--- src/rtl/simulador_esteira.sv ---
// -----------------------------------------------------------------------------
// simulador_esteira
//
// Behavioural plant model of the wine-bottle conveyor. It takes the
// controllers' actuator commands (motor, fill valve, sealing actuator) and
// produces the station sensors and the bottle-full sensor. It stands in for the
// physical switches so the automation loop can run closed-loop. One bottle at a
// time travels from position 0 through the fill, quality-control and seal
// stations to the exit.
//
// Ports
//   clk                    system clock
//   reset                  asynchronous, active-low; clears all state
//   tick_en                one-cycle slow-rate enable; state advances only on it
//   motor                  conveyor motor on
//   valvula                fill valve open
//   atuador_vedacao        sealing actuator engaged
//   sensor_pos_enchimento  bottle at POS_ENCH
//   sensor_pos_cq          bottle at POS_CQ
//   sensor_pos_lacre       bottle at POS_LACRE
//   sensor_garrafa_cheia   fill level equals T_ENCH
//   garrafa_vedada         current bottle sealed
//   posicao[7:0]           current bottle position
//   garrafas_saida[7:0]    bottles that reached the exit (wraps 255 -> 0)
//   erro                   sticky plant fault (spill / overfill)
// -----------------------------------------------------------------------------
module simulador_esteira #(
  parameter int unsigned POS_ENCH  = 2,
  parameter int unsigned POS_CQ    = 6,
  parameter int unsigned POS_LACRE = 10,
  parameter int unsigned POS_FIM   = 14,
  parameter int unsigned PASSO     = 4,
  parameter int unsigned T_ENCH    = 8
) (
  input  logic       clk,
  input  logic       reset,
  input  logic       tick_en,
  input  logic       motor,
  input  logic       valvula,
  input  logic       atuador_vedacao,
  output logic       sensor_pos_enchimento,
  output logic       sensor_pos_cq,
  output logic       sensor_pos_lacre,
  output logic       sensor_garrafa_cheia,
  output logic       garrafa_vedada,
  output logic [7:0] posicao,
  output logic [7:0] garrafas_saida,
  output logic       erro
);

  localparam int unsigned PW = (PASSO > 1) ? $clog2(PASSO) : 1;

  localparam logic [7:0]    POS_ENCH_B  = 8'(POS_ENCH);
  localparam logic [7:0]    POS_CQ_B    = 8'(POS_CQ);
  localparam logic [7:0]    POS_LACRE_B = 8'(POS_LACRE);
  localparam logic [7:0]    POS_FIM_B   = 8'(POS_FIM);
  localparam logic [7:0]    T_ENCH_B    = 8'(T_ENCH);
  localparam logic [PW-1:0] PASSO_MAX   = PW'(PASSO - 1);

  typedef enum logic [1:0] {
    S_PARADA,
    S_MOVENDO,
    S_ENCHENDO,
    S_SAIDA
  } estado_t;

  estado_t       estado_q, estado_d;
  logic [7:0]    pos_q, pos_d;
  logic [PW-1:0] passo_cnt_q, passo_cnt_d;
  logic [7:0]    nivel_q, nivel_d;
  logic          vedada_q, vedada_d;
  logic [7:0]    garrafas_q, garrafas_d;
  logic          erro_q, erro_d;
  logic          sens_ench_q, sens_ench_d;
  logic          sens_cq_q, sens_cq_d;
  logic          sens_lacre_q, sens_lacre_d;
  logic          cheia_q, cheia_d;
  logic          avanca;

  always_comb begin
    // NOTE: every signal written here gets a default first so no path leaves
    // it unassigned; otherwise synthesis would infer a latch to hold it.
    estado_d    = estado_q;
    pos_d       = pos_q;
    passo_cnt_d = passo_cnt_q;
    nivel_d     = nivel_q;
    vedada_d    = vedada_q;
    garrafas_d  = garrafas_q;
    erro_d      = erro_q;
    avanca      = 1'b0;

    if (tick_en) begin
      // Valve open anywhere but the fill station, or while the belt runs,
      // pours wine onto the belt.
      if (valvula && (motor || (pos_q != POS_ENCH_B))) begin
        erro_d = 1'b1;
      end

      // Sealing only takes on a full, stationary bottle at the station.
      if (atuador_vedacao && !motor && (pos_q == POS_ENCH_B) &&
          (nivel_q == T_ENCH_B)) begin
        vedada_d = 1'b1;
      end

      unique case (estado_q)
        S_PARADA: begin
          // The belt starts moving on the same tick the motor comes on, so
          // this tick already counts towards the first step.
          if (motor) begin
            estado_d = S_MOVENDO;
            avanca   = 1'b1;
          end else if (valvula && (pos_q == POS_ENCH_B)) begin
            estado_d = S_ENCHENDO;
          end
        end
        S_MOVENDO: begin
          if (motor) begin
            avanca = 1'b1;
          end else begin
            passo_cnt_d = '0;  // partial step is lost
            estado_d    = S_PARADA;
          end
        end
        S_ENCHENDO: begin
          if (motor) begin
            erro_d   = 1'b1;   // belt pulled away mid-fill
            estado_d = S_MOVENDO;
            avanca   = 1'b1;
          end else if (!valvula) begin
            estado_d = S_PARADA;
          end else if (nivel_q == T_ENCH_B) begin
            erro_d = 1'b1;     // overfill; level saturates
          end else begin
            nivel_d = nivel_q + 8'd1;
          end
        end
        S_SAIDA: begin
          // Bottle leaves; a fresh empty bottle appears at position 0.
          garrafas_d  = garrafas_q + 8'd1;
          pos_d       = '0;
          nivel_d     = '0;
          vedada_d    = 1'b0;
          passo_cnt_d = '0;
          estado_d    = motor ? S_MOVENDO : S_PARADA;
        end
        default: estado_d = S_PARADA;
      endcase

      if (avanca) begin
        if (passo_cnt_q == PASSO_MAX) begin
          passo_cnt_d = '0;
          pos_d       = pos_q + 8'd1;
          if ((pos_q + 8'd1) == POS_FIM_B) begin
            estado_d = S_SAIDA;
          end
        end else begin
          passo_cnt_d = passo_cnt_q + PW'(1);
        end
      end
    end

    // Sensors are registered alongside the state they decode.
    sens_ench_d  = (pos_d == POS_ENCH_B);
    sens_cq_d    = (pos_d == POS_CQ_B);
    sens_lacre_d = (pos_d == POS_LACRE_B);
    cheia_d      = (nivel_d == T_ENCH_B);
  end

  // NOTE: sequential state uses non-blocking assignments so every flop samples
  // values from before the edge, independent of statement order.
  always_ff @(posedge clk or negedge reset) begin
    if (!reset) begin
      estado_q     <= S_PARADA;
      pos_q        <= '0;
      passo_cnt_q  <= '0;
      nivel_q      <= '0;
      vedada_q     <= 1'b0;
      garrafas_q   <= '0;
      erro_q       <= 1'b0;
      sens_ench_q  <= 1'b0;
      sens_cq_q    <= 1'b0;
      sens_lacre_q <= 1'b0;
      cheia_q      <= 1'b0;
    end else begin
      estado_q     <= estado_d;
      pos_q        <= pos_d;
      passo_cnt_q  <= passo_cnt_d;
      nivel_q      <= nivel_d;
      vedada_q     <= vedada_d;
      garrafas_q   <= garrafas_d;
      erro_q       <= erro_d;
      sens_ench_q  <= sens_ench_d;
      sens_cq_q    <= sens_cq_d;
      sens_lacre_q <= sens_lacre_d;
      cheia_q      <= cheia_d;
    end
  end

  assign sensor_pos_enchimento = sens_ench_q;
  assign sensor_pos_cq         = sens_cq_q;
  assign sensor_pos_lacre      = sens_lacre_q;
  assign sensor_garrafa_cheia  = cheia_q;
  assign garrafa_vedada        = vedada_q;
  assign posicao               = pos_q;
  assign garrafas_saida        = garrafas_q;
  assign erro                  = erro_q;

endmodule

--- config.mk ---
export PLATFORM = sky130hd
export DESIGN_NAME = simulador_esteira
export DESIGN_NICKNAME = d
export VERILOG_FILES = /design/src/rtl/simulador_esteira.sv
export SDC_FILE = /design/constraint.sdc
export NUM_CORES = 1
export LEC_CHECK = 0
export CAP_MARGIN = 5
export CORE_ASPECT_RATIO = 0.75
export CORE_MARGIN = 2
export CORE_UTILIZATION = 49
export DETAILED_ROUTE_END_ITERATION = 7
export GPL_ROUTABILITY_DRIVEN = 0
export GPL_TIMING_DRIVEN = 0
export MAX_ROUTING_LAYER = met4
export PLACE_DENSITY_LB_ADDON = 0.12
export SYNTH_ARGS = -nofsm -noshare
export SYNTH_HDL_FRONTEND = slang
export SYNTH_SLANG_ARGS = --single-unit
--- constraint.sdc ---
create_clock -name clk -period 2.1 [get_ports clk]
set_clock_uncertainty 0.15 [all_clocks]
set_input_delay 0.42 -clock clk [delete_from_list [all_inputs] [get_ports clk]]
set_output_delay 0.42 -clock clk [all_outputs]
set_load 0.01 [all_outputs]
**Word-level counts from Yosys, hierarchy flattened**

Index checks and enable logic that the tools add are counted.

- Register bits after elaboration: 34
- Input bits: 6
- Output and inout bits: 22
- Word-level logic and storage cells: 75

- Add/subtract/negate cells: 4
- Eq/ne operators: 13
- Multiplexer cells: 33
- Reductions and logical operators: 14

Operators by type and width:

| kind | count |
|---|---|
| two-way mux 8 bit | 8 |
| == test 8 x 4 -> 1 bit, second input constant | 4 |
| adder 8 x 1 -> 8 bit, second input constant | 3 |
| two-way mux 2 bit | 11 |
| == test 8 x 2 -> 1 bit, second input constant | 2 |
| case mux 8 bit (2 select lines) | 1 |
| two-way mux 1 bit | 11 |
| == test 8 x 3 -> 1 bit, second input constant | 1 |
| != test 8 x 2 -> 1 bit, second input constant | 1 |
| case mux 2 bit (4 select lines) | 1 |
| == test 2 bit, second input constant | 3 |
| logical AND 1 bit | 5 |
| case mux 2 bit (2 select lines) | 1 |
| AND reduction 2 bit | 2 |
| != test 3 bit, second input constant | 1 |
| AND reduction 3 bit | 1 |
| nonzero test 3 bit | 1 |
| OR reduction 3 bit | 1 |
| adder 2 x 1 -> 2 bit, second input constant | 1 |
| == test 2 x 1 -> 1 bit, second input constant | 1 |
| zero test 2 bit | 1 |
| nonzero test 2 bit | 1 |
| zero test 1 bit | 1 |
| logical OR 1 bit | 1 |

**Logic depth before layout (Yosys ltp)**

Gate-level depths: netlist of the first run.

- Depth after elaboration: 8
- Depth in mapped cells: 7
- Gate-level depth less buffers: 7

**Worst setup path before layout of the first run**

OpenSTA, ideal clock, no wires.

- Path kind: flip-flop to flip-flop
- Start point: register pos_q[1], in the netlist posicao[1]
- End point: register sens_ench_q, in the netlist sensor_pos_enchimento
- Setup time: 0.139 ns
- Arrival time: 1.825 ns
- Path slack: -0.014 ns
- Stages on the path, launching flop included: 7
- Period minus slack after synthesis: 2.114 ns
- Path through: dfrtp_1 > ha_1 > nand3_1 > or4b_2 > nand3_1 > or3_1 > nor4_1

- Longest elaborated chain between the ends: 5

Ends and longest elaborated chain:

| what | line | text |
|---|---|---|
| start: declaration | 68 | `logic [7:0] pos_q, pos_d;` |
| start signal: assignment | 186 | `pos_q <= pos_d;` |
| adder 8 x 1 -> 8 bit | 152 | `pos_d = pos_q + 8'd1;` |
| two-way mux 8 bit | 150 | `if (passo_cnt_q == PASSO_MAX) begin` |
| two-way mux 8 bit | 149 | `if (avanca) begin` |
| two-way mux 8 bit | 92 | `if (tick_en) begin` |
| named net pos_d[6] | 68 |  |
| == test 8 x 2 -> 1 bit | 163 | `sens_ench_d = (pos_d == POS_ENCH_B);` |
| named net sens_ench_d | 74 | `logic sens_ench_q, sens_ench_d;` |
| end signal: assignment | 192 | `sens_ench_q <= sens_ench_d;` |
| end: declaration | 74 |  |

The timed path passes the listed nets, and every way through them passes these cells.
A chain may end at the register's enable or synchronous reset.

**Final worst setup path of the first run**

- Start point: register nivel_q[0]
- End point: register cheia_q, in the netlist sensor_garrafa_cheia

- Longest elaborated chain between the ends: 7

Ends and longest elaborated chain:

| what | line | text |
|---|---|---|
| start: declaration | 70 | `logic [7:0] nivel_q, nivel_d;` |
| start signal: assignment | 188 | `nivel_q <= nivel_d;` |
| adder 8 x 1 -> 8 bit / == test 8 x 4 -> 1 bit (equally long branches) | 134, 131 |  |
| two-way mux 8 bit | 131 | `end else if (nivel_q == T_ENCH_B) begin` |
| two-way mux 8 bit | 129 | `end else if (!valvula) begin` |
| two-way mux 8 bit | 125 | `if (motor) begin` |
| case mux 8 bit (2 select lines) | 105 | `unique case (estado_q)` |
| two-way mux 8 bit (*) | 92 |  |
| == test 8 x 4 -> 1 bit (*) | 166 | `cheia_d = (nivel_d == T_ENCH_B);` |
| named net cheia_d | 77 | `logic cheia_q, cheia_d;` |
| end signal: assignment | 195 | `cheia_q <= cheia_d;` |
| end: declaration | 77 |  |

Mark *: on every way through the listed nets, which the timed path passes. The rest lies on a longest branch.

==> results by stage, run 1 <==
Critical path:
- Setup slack on the worst reg-to-reg path comes out at -90 ps.
- For this design, the slowest cell found on the critical path is sky130_fd_sc_hd__dfrtp_2.
- At the worst endpoint, the arrival time is 2240 ps.
- Walking the worst path, the cells encountered are inv_2, ha_4, nor4b_4, a31oi_4, or3_4, a2111oi_4, nor4bb_4.
- The launch instance of the worst register-to-register path is nivel_q[0]$_DFF_PN0_.
- The classification of the worst setup path is reg2reg.
- The critical path buffer and inverter count is 1.
- The worst setup path is launched from a register.
- The category of cells accounting for the largest share of critical-path delay is simple AND/OR/NAND/NOR gates.
- The required arrival time at the worst endpoint is 2150 ps.
- Of all nets on the critical path, the largest fanout is 2.
- In this run the critical register-to-register path is captured at sensor_garrafa_cheia$_DFF_PN0_.
- The depth of the most critical reg-to-reg path is 7.
- The kind of capture point of the worst setup path is a register.
- The critical path's largest stage delay is 410 ps.

Synth:
- The simple-gate share of the synthesized area is 0.246.
- The sequential cell area fraction in the yosys report is 0.418.
- The cell accounting for the most synthesized area is sky130_fd_sc_hd__dfrtp_1.
- The adder and majority gate portion of the synthesized area is 0.0431.
- The combinational family with the most area after synthesis is simple AND/OR/NAND/NOR gates.
- After synthesis, the most frequently instantiated cells are 34 x sky130_fd_sc_hd__dfrtp_1, 24 x sky130_fd_sc_hd__nand2_1, 15 x sky130_fd_sc_hd__o21ai_0, 12 x sky130_fd_sc_hd__inv_1.
- The xor and xnor area share after synthesis is 0.0474.
- The post-synthesis instance area is 2030 um2.
- By area the synthesized netlist is led by sky130_fd_sc_hd__dfrtp_1 42%, sky130_fd_sc_hd__nand2_1 4.4%, sky130_fd_sc_hd__ha_1 4.3%, sky130_fd_sc_hd__xnor2_1 3.9%, sky130_fd_sc_hd__o21ai_0 3.7%.
- Of the post-synthesis cell area, the dominant cell type holds 0.418.
- The synthesized instance count is 215.
- The most common flop cell mapped by yosys is sky130_fd_sc_hd__dfrtp_1.
- For this run, the number of Yosys warnings is 0.
- The number of nets handed over by synthesis was 228.
- The average footprint of a synthesized cell is 9.46 um2.
- The count of flip-flops with a built-in enable after synthesis is 0.
- The library cell with the highest instance count after synthesis is sky130_fd_sc_hd__dfrtp_1.
- Counting flops and latches in the post-synthesis netlist gives 34.
- The area fraction in compound gates after synthesis was 0.158.
- The number of different library cells used by synthesis comes to 56.
- The share of synthesized registers carrying an async set or reset is 1.00.
- The multiplexer fraction of the synthesized cell area is 0.0203.

STA:
- Setup repair after global routing could not meet its margin everywhere.
- The post-layout worst setup margin is -90.7 ps.
- The final sum of negative setup slack is -90.7 ps.
- The slew at the pin closest to its max-slew limit is 744 ps.
- Counting I/O delays and the setup requirement, the final critical path takes 2190 ps.
- Dividing the final minimum period by the clock period gives 1.04.
- Setup violations remaining at the end of the flow were counted as 1.
- Headroom to the max-slew limit came out at 0.504.
- The final-report hold violation count came to 0.
- The number of max-slew violations in the final report is 0.
- Static timing analysis puts the maximum clock frequency at 0.456 GHz.

CTS:
- TritonCTS created 5 clock buffers.
- In this run, post-CTS hold repair placed 0 buffers.
- The clock transition at the registers of the reported paths is 70 ps.
- The depth of the CTS H-tree is 2.
- The tree is rooted in a sky130_fd_sc_hd__clkbuf_8.
- TritonCTS built the clock tree.
- The largest buffer count on any clock path is 2.
- The later pin in the worst-skew pair is clocked with a latency of 280 ps.
- The tree built by TritonCTS fans out to 34 sinks.

Global route:
- The number of global-route vias before repair came to 1516.
- In the global route stage, met1 resource usage came out at 0.338.
- The number of antenna violations at the first check in global routing was 0.
- The layer carrying the most global-route usage is met1.
- The final global-route overflow total is 0.
- For met2 alone, demand over resource in global routing was 0.284.
- The pin count of the biggest net entering global routing is 35.
- The fraction of met3 tracks used by global routing is 0.0453.
- The global-route wire length before repair is 7580 um.
- For this run, the total global-route usage over all layers was measured as 0.218.

Final layout:
- The count of antenna diodes in the layout is 0.
- For this run, the post-layout net count is 273.
- Compared with the post-synthesis result, the final layout area differs by 33.0%.
- At the end of the flow the core is filled with cells to 0.671.
- The share of cells above drive strength 1 is 0.241.
- Fill cells in the final layout number 318.
- The sequential cells in the finished layout cover a total of 855 um2.
- The area of the multi-input gates is 1200 um2.

Flow run:
- Across the run, the number of max-cap violations was 0.

Detailed routing:
- The via density per instance is 5.67.
- The detail route stage leaves a number of antenna-violating nets equal to 0.
- In the routed design, unresolved DRC markers number 0.
- After detailed routing, the total wire length is 4750 um.
- The overall via count from detail_route is 1793.
- The DRC marker count from the first detailed-route iteration is 118.
- The average routed wire per standard cell is 15.0 um.
- The first detailed-routing pass took 5 iterations.

Floorplanning:
- The floorplan step defined a die boundary enclosing 4690 um2.
- The number of I/O pins is 28.
- The horizontal die dimension is 78.4 um.
- The height of the die is 59.8 um.
- The row count is 20.
- The core outline area is 4030 um2.
- The initial utilization of the core area, before any placement, comes to 0.505.

Power and ir drop:
- IR analysis of the VDD net gives a maximum drop of 0.579 mV.
- The overall power is 1.74 mW.
- The leakage component of the power is 1.14 nW.
- The areal power density over the cells is 642 nW/um2.

Place:
- The count of port buffers added during placement is 27.
- Prior to clock tree synthesis, the placed netlist has a worst setup slack of -775 ps.
- The sum of net half-perimeters after detailed placement is 3200 um.

Outcome:
- The checks that failed: negative setup slack.
- The flow ran to the end, but the final reports show violations.

Hold path:
- In this run the worst hold path is classified as in2async.
-- power by group --
part | leakage (nW) | switching (mW) | total (mW) | internal [mW]
Sequential | 0.431 | 0.0762 | 0.781 | 0.705
Clock | 0.0472 | 0.238 | 0.501 | 0.263
Combinational | 0.658 | 0.229 | 0.455 | 0.226
Total | 1.14 | 0.543 | 1.74 | 1.19
-- flip-flops by register name, summed over array words and instances, names as in the netlist --
name	cells
erro	1
estado_q	2
garrafa_vedada	1
garrafas_saida	8
nivel_q	8
passo_cnt_q	2
posicao	8
sensor_garrafa_cheia	1
sensor_pos_cq	1
sensor_pos_enchimento	1
sensor_pos_lacre	1
-- final cells by class --
| cell class | count | share of cell area |
|---|---|---|
| inverter | 12 | 0.0167 |
| tap | 55 | 0.0254 |
| timing repair buffer | 38 | 0.126 |
| buffer | 12 | 0.0375 |
| sequential | 34 | 0.316 |
| multi-input combinational | 157 | 0.443 |
| clock buffer | 6 | 0.0305 |
| clock inverter | 2 | 0.00463 |
-- cells by family (layout without fill, tap and decap cells) --
family,after synthesis,after routing
simple gates,88,88
compound gates,47,47
fa+ha+maj,7,7
mux,4,4
flops,34,34
buf+inv,24,70
xor+xnor,11,11
-- what timing repair did --
| item | CTS | global route |
|---|---|---|
| pin swaps | 4 | 1 |
| resized for setup | 24 | 16 |
| gates cloned | 0 | 0 |
| buffers inserted | 8 | 3 |
| endpoints found under the hold margin | 0 | 0 |
| endpoints found under the setup margin | 5 | 4 |
-- per-stage QoR --
| step | instances | instance area (um2) | hold slack (ps) |
|---|---|---|---|
| after floorplan | 215 | 2040 | -25.6 |
| after global placement | 297 | 2370 | 297 |
| after global routing | 316 | 2710 | 118 |
| final | 316 | 2710 | 46.6 |
| after CTS | 313 | 2600 | 73.8 |
| after detailed placement | 297 | 2370 | 295 |
-- worst max path at each step --
stage | start | endpoint | slack, ps | cells past startpoint
final | nivel_q[0]$_DFF_PN0_ | sensor_garrafa_cheia$_DFF_PN0_ | -90 | 7
after global routing | nivel_q[0]$_DFF_PN0_ | sensor_garrafa_cheia$_DFF_PN0_ | -190 | 7
after CTS | nivel_q[0]$_DFF_PN0_ | sensor_garrafa_cheia$_DFF_PN0_ | -110 | 7
after detailed placement | motor | sensor_pos_enchimento$_DFF_PN0_ | -780 | 7
after global placement | valvula | sensor_garrafa_cheia$_DFF_PN0_ | -800 | 6
after floorplan | nivel_q[0]$_DFF_PN0_ | sensor_garrafa_cheia$_DFF_PN0_ | 10 | 7
-- routing by layer --
layer | routed length, um | up-vias
met5 | 0 | -
met3 | 326 | 5
li1 | - | 885
met1 | 2430 | 843
met2 | 1940 | 60
met4 | 53 | 0
-- cells in the final DEF, fill, tap and decap left out, types with 6 or more instances in the layout --
cell type                         count
sky130_fd_sc_hd__clkdlybuf4s50_1     23
sky130_fd_sc_hd__inv_1               10
sky130_fd_sc_hd__dfrtp_1             31
sky130_fd_sc_hd__xnor2_1              9
sky130_fd_sc_hd__nand2_1             23
sky130_fd_sc_hd__buf_4               11
sky130_fd_sc_hd__clkbuf_8             6
sky130_fd_sc_hd__o21ai_0             12
sky130_fd_sc_hd__nand4_1              8
sky130_fd_sc_hd__buf_6                6
sky130_fd_sc_hd__nor2_1               9
(Power assumes the default switching activity.)
==> run 2: changes to the inputs <==
--- a/config.mk
+++ b/config.mk
@@ -14,6 +14,7 @@
 export GPL_TIMING_DRIVEN = 0
 export MAX_ROUTING_LAYER = met4
 export PLACE_DENSITY_LB_ADDON = 0.12
+export SLEW_MARGIN = 30
 export SYNTH_ARGS = -nofsm -noshare
 export SYNTH_HDL_FRONTEND = slang
 export SYNTH_SLANG_ARGS = --single-unit
==> results by stage, run 2 (synthesis gave the netlist of run 1 again) <==
Outcome:
- The run finished, with violations left.
- The checks that failed: negative setup slack.

STA:
- The worst hold slack is 305 ps (+258 ps).
- The clock period minus final worst setup slack came to 2230 ps (+43.2 ps).
- The post-layout worst setup margin is -134 ps (-43.2 ps).
- The final-report hold violation count is 0 (unchanged).
- Setup repair after global routing could not meet its margin everywhere.
- The slew at the pin closest to its max-slew limit is 575 ps (-168 ps).
- The period utilization was 1.06 (+0.0206).
- The highest attainable clock frequency is 0.448 GHz (-1.9%).
- The number of max-slew violations in the final report came to 0 (unchanged).
- The final sum of negative setup slack is -134 ps (-43.2 ps).
- The total of endpoints with negative setup slack in the final report was 1 (unchanged).
- The worst max-slew margin expressed relative to the limit is 0.612 (+0.108).

Final layout:
- The area of the multi-input gates is 1230 um2 (+2.6%).
- The top cell types in the final layout, fill and taps aside, are 31 x sky130_fd_sc_hd__dfrtp_1, 24 x sky130_fd_sc_hd__nand2_1, 24 x sky130_fd_sc_hd__clkdlybuf4s50_1.
- The count of antenna diodes in the layout is 0 (unchanged).
- The share of cells above drive strength 1 came to 0.259 (+0.0180).
- The leading cell type in the layout, fill and taps excluded is sky130_fd_sc_hd__dfrtp_1.
- The number of fill cells in the layout is 289 (-9.1%).
- The area taken by flip-flops and latches is 855 um2 (unchanged).
- The net count reported at finish was 278 (+1.8%).
- The area growth from synthesis to layout is 39.9%.

CTS:
- The depth of the CTS H-tree was 2 (unchanged).
- The total number of clock tree sinks is 34 (unchanged).
- TritonCTS built the clock tree.
- The largest buffer count on any clock path is 2 (unchanged).
- The number of buffers created by CTS is 5 (unchanged).
- The clock latency reported for the late side of the worst-skew pair came to 290 ps (about the same).
- The root cell of the clock tree is sky130_fd_sc_hd__clkbuf_8.
- The clock transition at the registers of the reported paths was 60 ps (about the same).

Critical path:
- The worst reg-to-reg setup slack was -120 ps (-30 ps).
- The top fanout value on the critical path is 6 (+4).
- The depth of the most critical reg-to-reg path was 7 (unchanged).
- The required arrival time at the worst endpoint is 2140 ps (about the same).
- The kind of capture point of the worst setup path is a register.
- The critical path is of the in2reg type.
- The launch instance of the worst register-to-register path is nivel_q[1]$_DFF_PN0_.
- STA classifies the critical path startpoint as a primary input.
- The data arrival at the endpoint of the critical path is 2270 ps (+30 ps).
- The end of the worst register-to-register path is sensor_garrafa_cheia$_DFF_PN0_.

Hold path:
- The source of the worst hold timing path is erro$_DFFE_PN0P_.
- The sink of the worst hold path is erro$_DFFE_PN0P_.
- Counting instances, the worst hold path has a depth of 1.
- The tightest min-delay check is of the reg2reg type.

Global route:
- The global-route wire length before repair is 8050 um (+6.1%).
- The pin count of the biggest net entering global routing was 19 (-46%).
- The number of global-route vias before repair is 1654 (+9.1%).
- The number of antenna violations at the first check in global routing is 0 (unchanged).
- The overall fraction of global-route tracks in use is 0.228 (+0.00969).
- The final global-route overflow total is 0 (unchanged).

Place:
- The sum of net half-perimeters after detailed placement is 3300 um (+2.9%).
- The count of port buffers added during placement is 27 (unchanged).

Detailed routing:
- The overall via count from detail_route is 1836 (+2.4%).
- The average routed wire per standard cell is 15.7 um (+4.2%).
- The remaining antenna violation count came to 0 (unchanged).
- The DRC violation count after routing is 0 (unchanged).
- The via density per instance is 5.72 (+0.80%).
- The first-pass iteration count of the detailed router is 4 (-1).
- The DRC marker count from the first detailed-route iteration is 132 (+12%).
- The final wirelength is 5030 um (+5.8%).

Floorplanning:
- The effective utilization at floorplan was 0.505 (unchanged).
- The horizontal die dimension came to 78.4 um (unchanged).
- The number of I/O pins is 28 (unchanged).
- The row count is 20 (unchanged).
- The core outline area is 4030 um2 (unchanged).
- The height of the die is 59.8 um (unchanged).
- The area of the die is 4690 um2 (unchanged).

Power and ir drop:
- The peak ir drop on the vdd network came to 0.813 mV (+40%).
- The areal power density over the cells is 694 nW/um2 (+8.0%).
- The leakage component of the power is 1.19 nW (+4.7%).

Flow run:
- The total of max-cap violations is 0 (unchanged).
## run 2: cell count changes in the layout (fill, tap and decap cells not counted), moves of 2 or more
cell	delta
sky130_fd_sc_hd__buf_4	+5
sky130_fd_sc_hd__and3_2	-2
sky130_fd_sc_hd__bufinv_16	+2
sky130_fd_sc_hd__clkbuf_2	-2
sky130_fd_sc_hd__nand3_2	-2
sky130_fd_sc_hd__nand3_4	+2
sky130_fd_sc_hd__nor4_1	-2
sky130_fd_sc_hd__nor4_2	+2
sky130_fd_sc_hd__o21ai_0	-2
## run 2: final cells by class
cell class	count	share of cell area
multi-input cells	157	0.432
flip-flops and latches	34	0.300
repair buffers	44	0.145
plain buffers	11	0.0339
clock buffers	5	0.0242
clock inverters	3	0.0242
well taps	55	0.0242
inverters	12	0.0158
## run 2: worst max path at each step
stage	start	endpoint	slack (ps)	cells after the start
global route	nivel_q[1]$_DFF_PN0_	sensor_garrafa_cheia$_DFF_PN0_	-260	7
CTS	nivel_q[0]$_DFF_PN0_	sensor_garrafa_cheia$_DFF_PN0_	-140	7
detailed placement	motor	sensor_pos_lacre$_DFF_PN0_	-760	7
floorplan	nivel_q[0]$_DFF_PN0_	sensor_garrafa_cheia$_DFF_PN0_	10	7
finish	valvula	sensor_garrafa_cheia$_DFF_PN0_	-130	7
global placement	valvula	sensor_garrafa_cheia$_DFF_PN0_	-800	6
## run 2: what timing repair did
item	4_1_cts	5_1_grt
buffers inserted	8	7
pin swaps	2	4
resized for setup	22	23
setup endpoints to repair	5	4
hold buffers	1	0
cloned	0	0
hold endpoints to repair	16	0
## run 2: power by group
part | total (mW) | switching (mW) | leakage [nW] | internal [mW]
registers | 0.769 | 0.0645 | 0.431 | 0.704
logic | 0.481 | 0.251 | 0.690 | 0.230
clock network | 0.723 | 0.247 | 0.0683 | 0.476
## run 2: worst max-delay path, stage by stage
cell                              delay (ps)
sky130_fd_sc_hd__clkdlybuf4s50_1         580
sky130_fd_sc_hd__nand4b_1                180
sky130_fd_sc_hd__a31oi_4                 190
sky130_fd_sc_hd__buf_4                   130
sky130_fd_sc_hd__a31oi_1                 120
sky130_fd_sc_hd__a2111oi_4               390
sky130_fd_sc_hd__nor4bb_4                250
## run 2: metal layers
metal  wire (um)  track usage
met1        2490        0.336
met2        2240        0.320
met5           0            -
met4          19       0.0551
met3         271       0.0498
## run 2: metrics by stage
step,cell area [um2],power [mW],util,setup WS (ps),std cells
floorplan,2040,0.979,-,14.7,215
global placement,2370,1.11,0.589,-799,297
detailed placement,2400,1.13,0.595,-764,298
CTS,2690,1.90,0.667,-137,315
global route,2850,2.07,0.706,-263,321
finish,2850,1.97,0.706,-134,321
==> run 3: changes to the inputs <==
--- a/config.mk
+++ b/config.mk
@@ -6,9 +6,11 @@
 export NUM_CORES = 1
 export LEC_CHECK = 0
 export CAP_MARGIN = 5
+export CELL_PAD_IN_SITES_DETAIL_PLACEMENT = 0
+export CELL_PAD_IN_SITES_GLOBAL_PLACEMENT = 1
 export CORE_ASPECT_RATIO = 0.75
 export CORE_MARGIN = 2
-export CORE_UTILIZATION = 49
+export CORE_UTILIZATION = 45
 export DETAILED_ROUTE_END_ITERATION = 7
 export GPL_ROUTABILITY_DRIVEN = 0
 export GPL_TIMING_DRIVEN = 0
==> constraint.sdc (replaced) <==
create_clock -name clk -period 2.78 [get_ports clk]
set_clock_uncertainty 0.15 [all_clocks]
set_input_delay 0.556 -clock clk [delete_from_list [all_inputs] [get_ports clk]]
set_output_delay 0.556 -clock clk [all_outputs]
set_load 0.01 [all_outputs]
==> results by stage, run 3 (synthesis gave the netlist of run 1 again) <==
Power and ir drop:
- The areal power density over the cells is 520 nW/um2 (-25%).
- The peak ir drop on the vdd network is 0.385 mV (-53%).
- The leakage component of the power was 1.09 nW (-8.4%).
- The overall power came to 1.30 mW (-34%).

Place:
- The sum of net half-perimeters after detailed placement is 3500 um (+6.2%).
- The cell area after placement is 2400 um2 (unchanged).
- The count of port buffers added during placement is 27 (unchanged).

Final layout:
- The net count reported at finish is 263 (-5.4%).
- The count of antenna diodes in the layout came to 0 (unchanged).
- The end-of-flow core utilization was 0.569 (-0.138).
- From synthesis to final layout, the design area changed by 23.4%.
- The number of fill cells in the layout was 410 (+42%).
- The share of cells above drive strength 1 is 0.112 (-0.147).
- Leaving out fill and tap cells, the most frequent cell in the layout is sky130_fd_sc_hd__dfrtp_1.
- The top cell types in the final layout, fill and taps aside, are 34 x sky130_fd_sc_hd__dfrtp_1, 26 x sky130_fd_sc_hd__clkdlybuf4s50_1, 24 x sky130_fd_sc_hd__nand2_1.
- The final design area excluding fillers was 2510 um2 (-12%).

Global route:
- The number of antenna violations at the first check in global routing came to 0 (unchanged).
- The number of global-route vias before repair is 1656 (+0.12%).
- The met1 demand-to-capacity share in global routing is 0.349 (+0.0135).
- The fraction of met3 tracks used by global routing came to 0.0523 (+0.00248).
- The pin count of the biggest net entering global routing is 21 (+2).
- The final global-route overflow total was 0 (unchanged).
- The global-route wire length before repair is 8450 um (+5.1%).
- The overall fraction of global-route tracks in use was 0.222 (-0.00597).
- The layer flagged by global routing as most heavily used is met1.
- The met2 capacity usage during global routing is 0.283 (-0.0374).

Floorplanning:
- The row count came to 21 (+5.0%).
- The effective utilization at floorplan is 0.461 (-0.0441).
- The core outline area is 4410 um2 (+9.6%).
- The area of the die is 5080 um2 (+8.4%).
- The number of I/O pins is 28 (unchanged).
- The height of the die is 62.2 um (+4.1%).
- The horizontal die dimension was 81.6 um (+4.1%).

CTS:
- The number of setup buffers added after CTS was 0 (-8).
- The depth of the CTS H-tree is 2 (unchanged).
- The clock transition at the registers of the reported paths is 70 ps (about the same).
- The number of buffers created by CTS was 5 (unchanged).
- The total number of clock tree sinks was 34 (unchanged).
- The largest buffer count on any clock path is 2 (unchanged).
- The root cell of the clock tree is sky130_fd_sc_hd__clkbuf_8.
- The clock latency reported for the late side of the worst-skew pair is 280 ps (about the same).
- The clock tree from TritonCTS is done.

STA:
- The final-report hold violation count is 0 (unchanged).
- The clock period minus final worst setup slack is 2560 ps.
- The worst max-slew margin expressed relative to the limit is 0.664 (+0.0516).
- The highest attainable clock frequency is 0.390 GHz.
- The period utilization is 0.922.
- The slew at the pin closest to its max-slew limit is 499 ps (-76.6 ps).
- The number of max-slew violations in the final report came to 0 (unchanged).
- The total of endpoints with negative setup slack in the final report came to 0 (-1).
- The final sum of negative setup slack came to 0 ps (+134 ps).
- Setup repair after global routing left no endpoint under its margin.

Critical path:
- The kind of capture point of the worst setup path is a register.
- The worst reg-to-reg setup slack is 360 ps (+480 ps).
- The critical path in this run is classified as in2reg.
- The data arrival at the endpoint of the critical path came to 2590 ps (+320 ps).
- STA classifies the critical path startpoint as a primary input.
- The top fanout value on the critical path is 10 (+4).
- The required arrival time at the worst endpoint came to 2810 ps (+670 ps).

Detailed routing:
- The remaining antenna violation count was 0 (unchanged).
- The DRC violation count after routing is 0 (unchanged).
- The DRC marker count from the first detailed-route iteration is 144 (+9.1%).
- The overall via count from detail_route is 1736 (-5.4%).
- The average routed wire per standard cell was 15.2 um (-3.0%).
- The final wirelength is 4660 um (-7.2%).
- The first-pass iteration count of the detailed router is 4 (unchanged).
- The via density per instance is 5.65 (-1.1%).

Outcome:
- The run finished with clean final reports.

Hold path:
- In this run the worst hold path is classified as in2async.

Flow run:
- The total of max-cap violations came to 0 (unchanged).
[run 3: cell count changes in the layout (fill, tap and decap cells not counted), sizes merged]
cell,previous run,this run
dlygate4sd2,2,0
clkbuf,7,8
clkdlybuf4s50,24,26
bufinv,2,1
dlygate4sd3,1,0
clkinv,1,0
buf,26,12
[run 3: layout make-up]
cell class                      instances  area, um2  area share
Tap cell                               57       71.3      0.0284
Inverter                               12       45.0      0.0179
Timing Repair Buffer                   28        293       0.117
Sequential cell                        34        851       0.339
Buffer                                 12       91.3      0.0364
Multi-Input combinational cell        157       1050       0.417
Clock inverter                          1       30.0      0.0120
Clock buffer                            6       82.6      0.0329
[run 3: critical path: stages]
cell                              delay, ps
sky130_fd_sc_hd__clkdlybuf4s50_1        490
sky130_fd_sc_hd__buf_2                  220
sky130_fd_sc_hd__and2_1                 160
sky130_fd_sc_hd__o21ai_1                360
sky130_fd_sc_hd__a31oi_1                180
sky130_fd_sc_hd__or3_1                  380
sky130_fd_sc_hd__nor4_1                 250
[run 3: per-stage QoR]
stage          std cells  setup WS, ps  hold WS (ps)
3_3_place_gp         299          -270           299
6_report             307           216          30.4
3_5_place_dp         300          -218           297
4_1_cts              307          84.2          31.3
5_1_grt              307          44.6          39.3
2_1_floorplan        215           666           110
[run 3: final timing paths]
| path | depth (start not counted) | end | startpoint |
|---|---|---|---|
| worst max-delay path | 7 | sensor_pos_lacre$_DFF_PN0_ | motor |
| worst min-delay path | 1 | garrafas_saida[2]$_DFFE_PN0P_ | reset |
| worst max register to register | 7 | sensor_garrafa_cheia$_DFF_PN0_ | nivel_q[0]$_DFF_PN0_ |
| worst min register to register | 1 | erro$_DFFE_PN0P_ | erro$_DFFE_PN0P_ |
| max in group asynchronous | 2 | nivel_q[3]$_DFF_PN0_ | reset |
| min in group clk | 1 | erro$_DFFE_PN0P_ | erro$_DFFE_PN0P_ |
[run 3: repair_timing]
action,4_1_cts,5_1_grt
hold endpoints to repair,0,0
resized for setup,0,1
hold buffers,0,0
setup endpoints to repair,0,3
[run 3: layer usage]
| metal | wire length [um] | vias to the layer above |
|---|---|---|
| li1 | - | 863 |
| met1 | 2480 | 829 |
| met2 | 1930 | 42 |
| met3 | 228 | 2 |
| met4 | 29 | 0 |
| met5 | 0 | - |
[run 3: power by group]
group	internal [mW]	switching, mW	leakage [nW]	total (mW)
Combinational	0.119	0.134	0.597	0.253
Clock	0.287	0.177	0.0573	0.464
Sequential	0.529	0.0583	0.435	0.587
Total	0.934	0.370	1.09	1.30
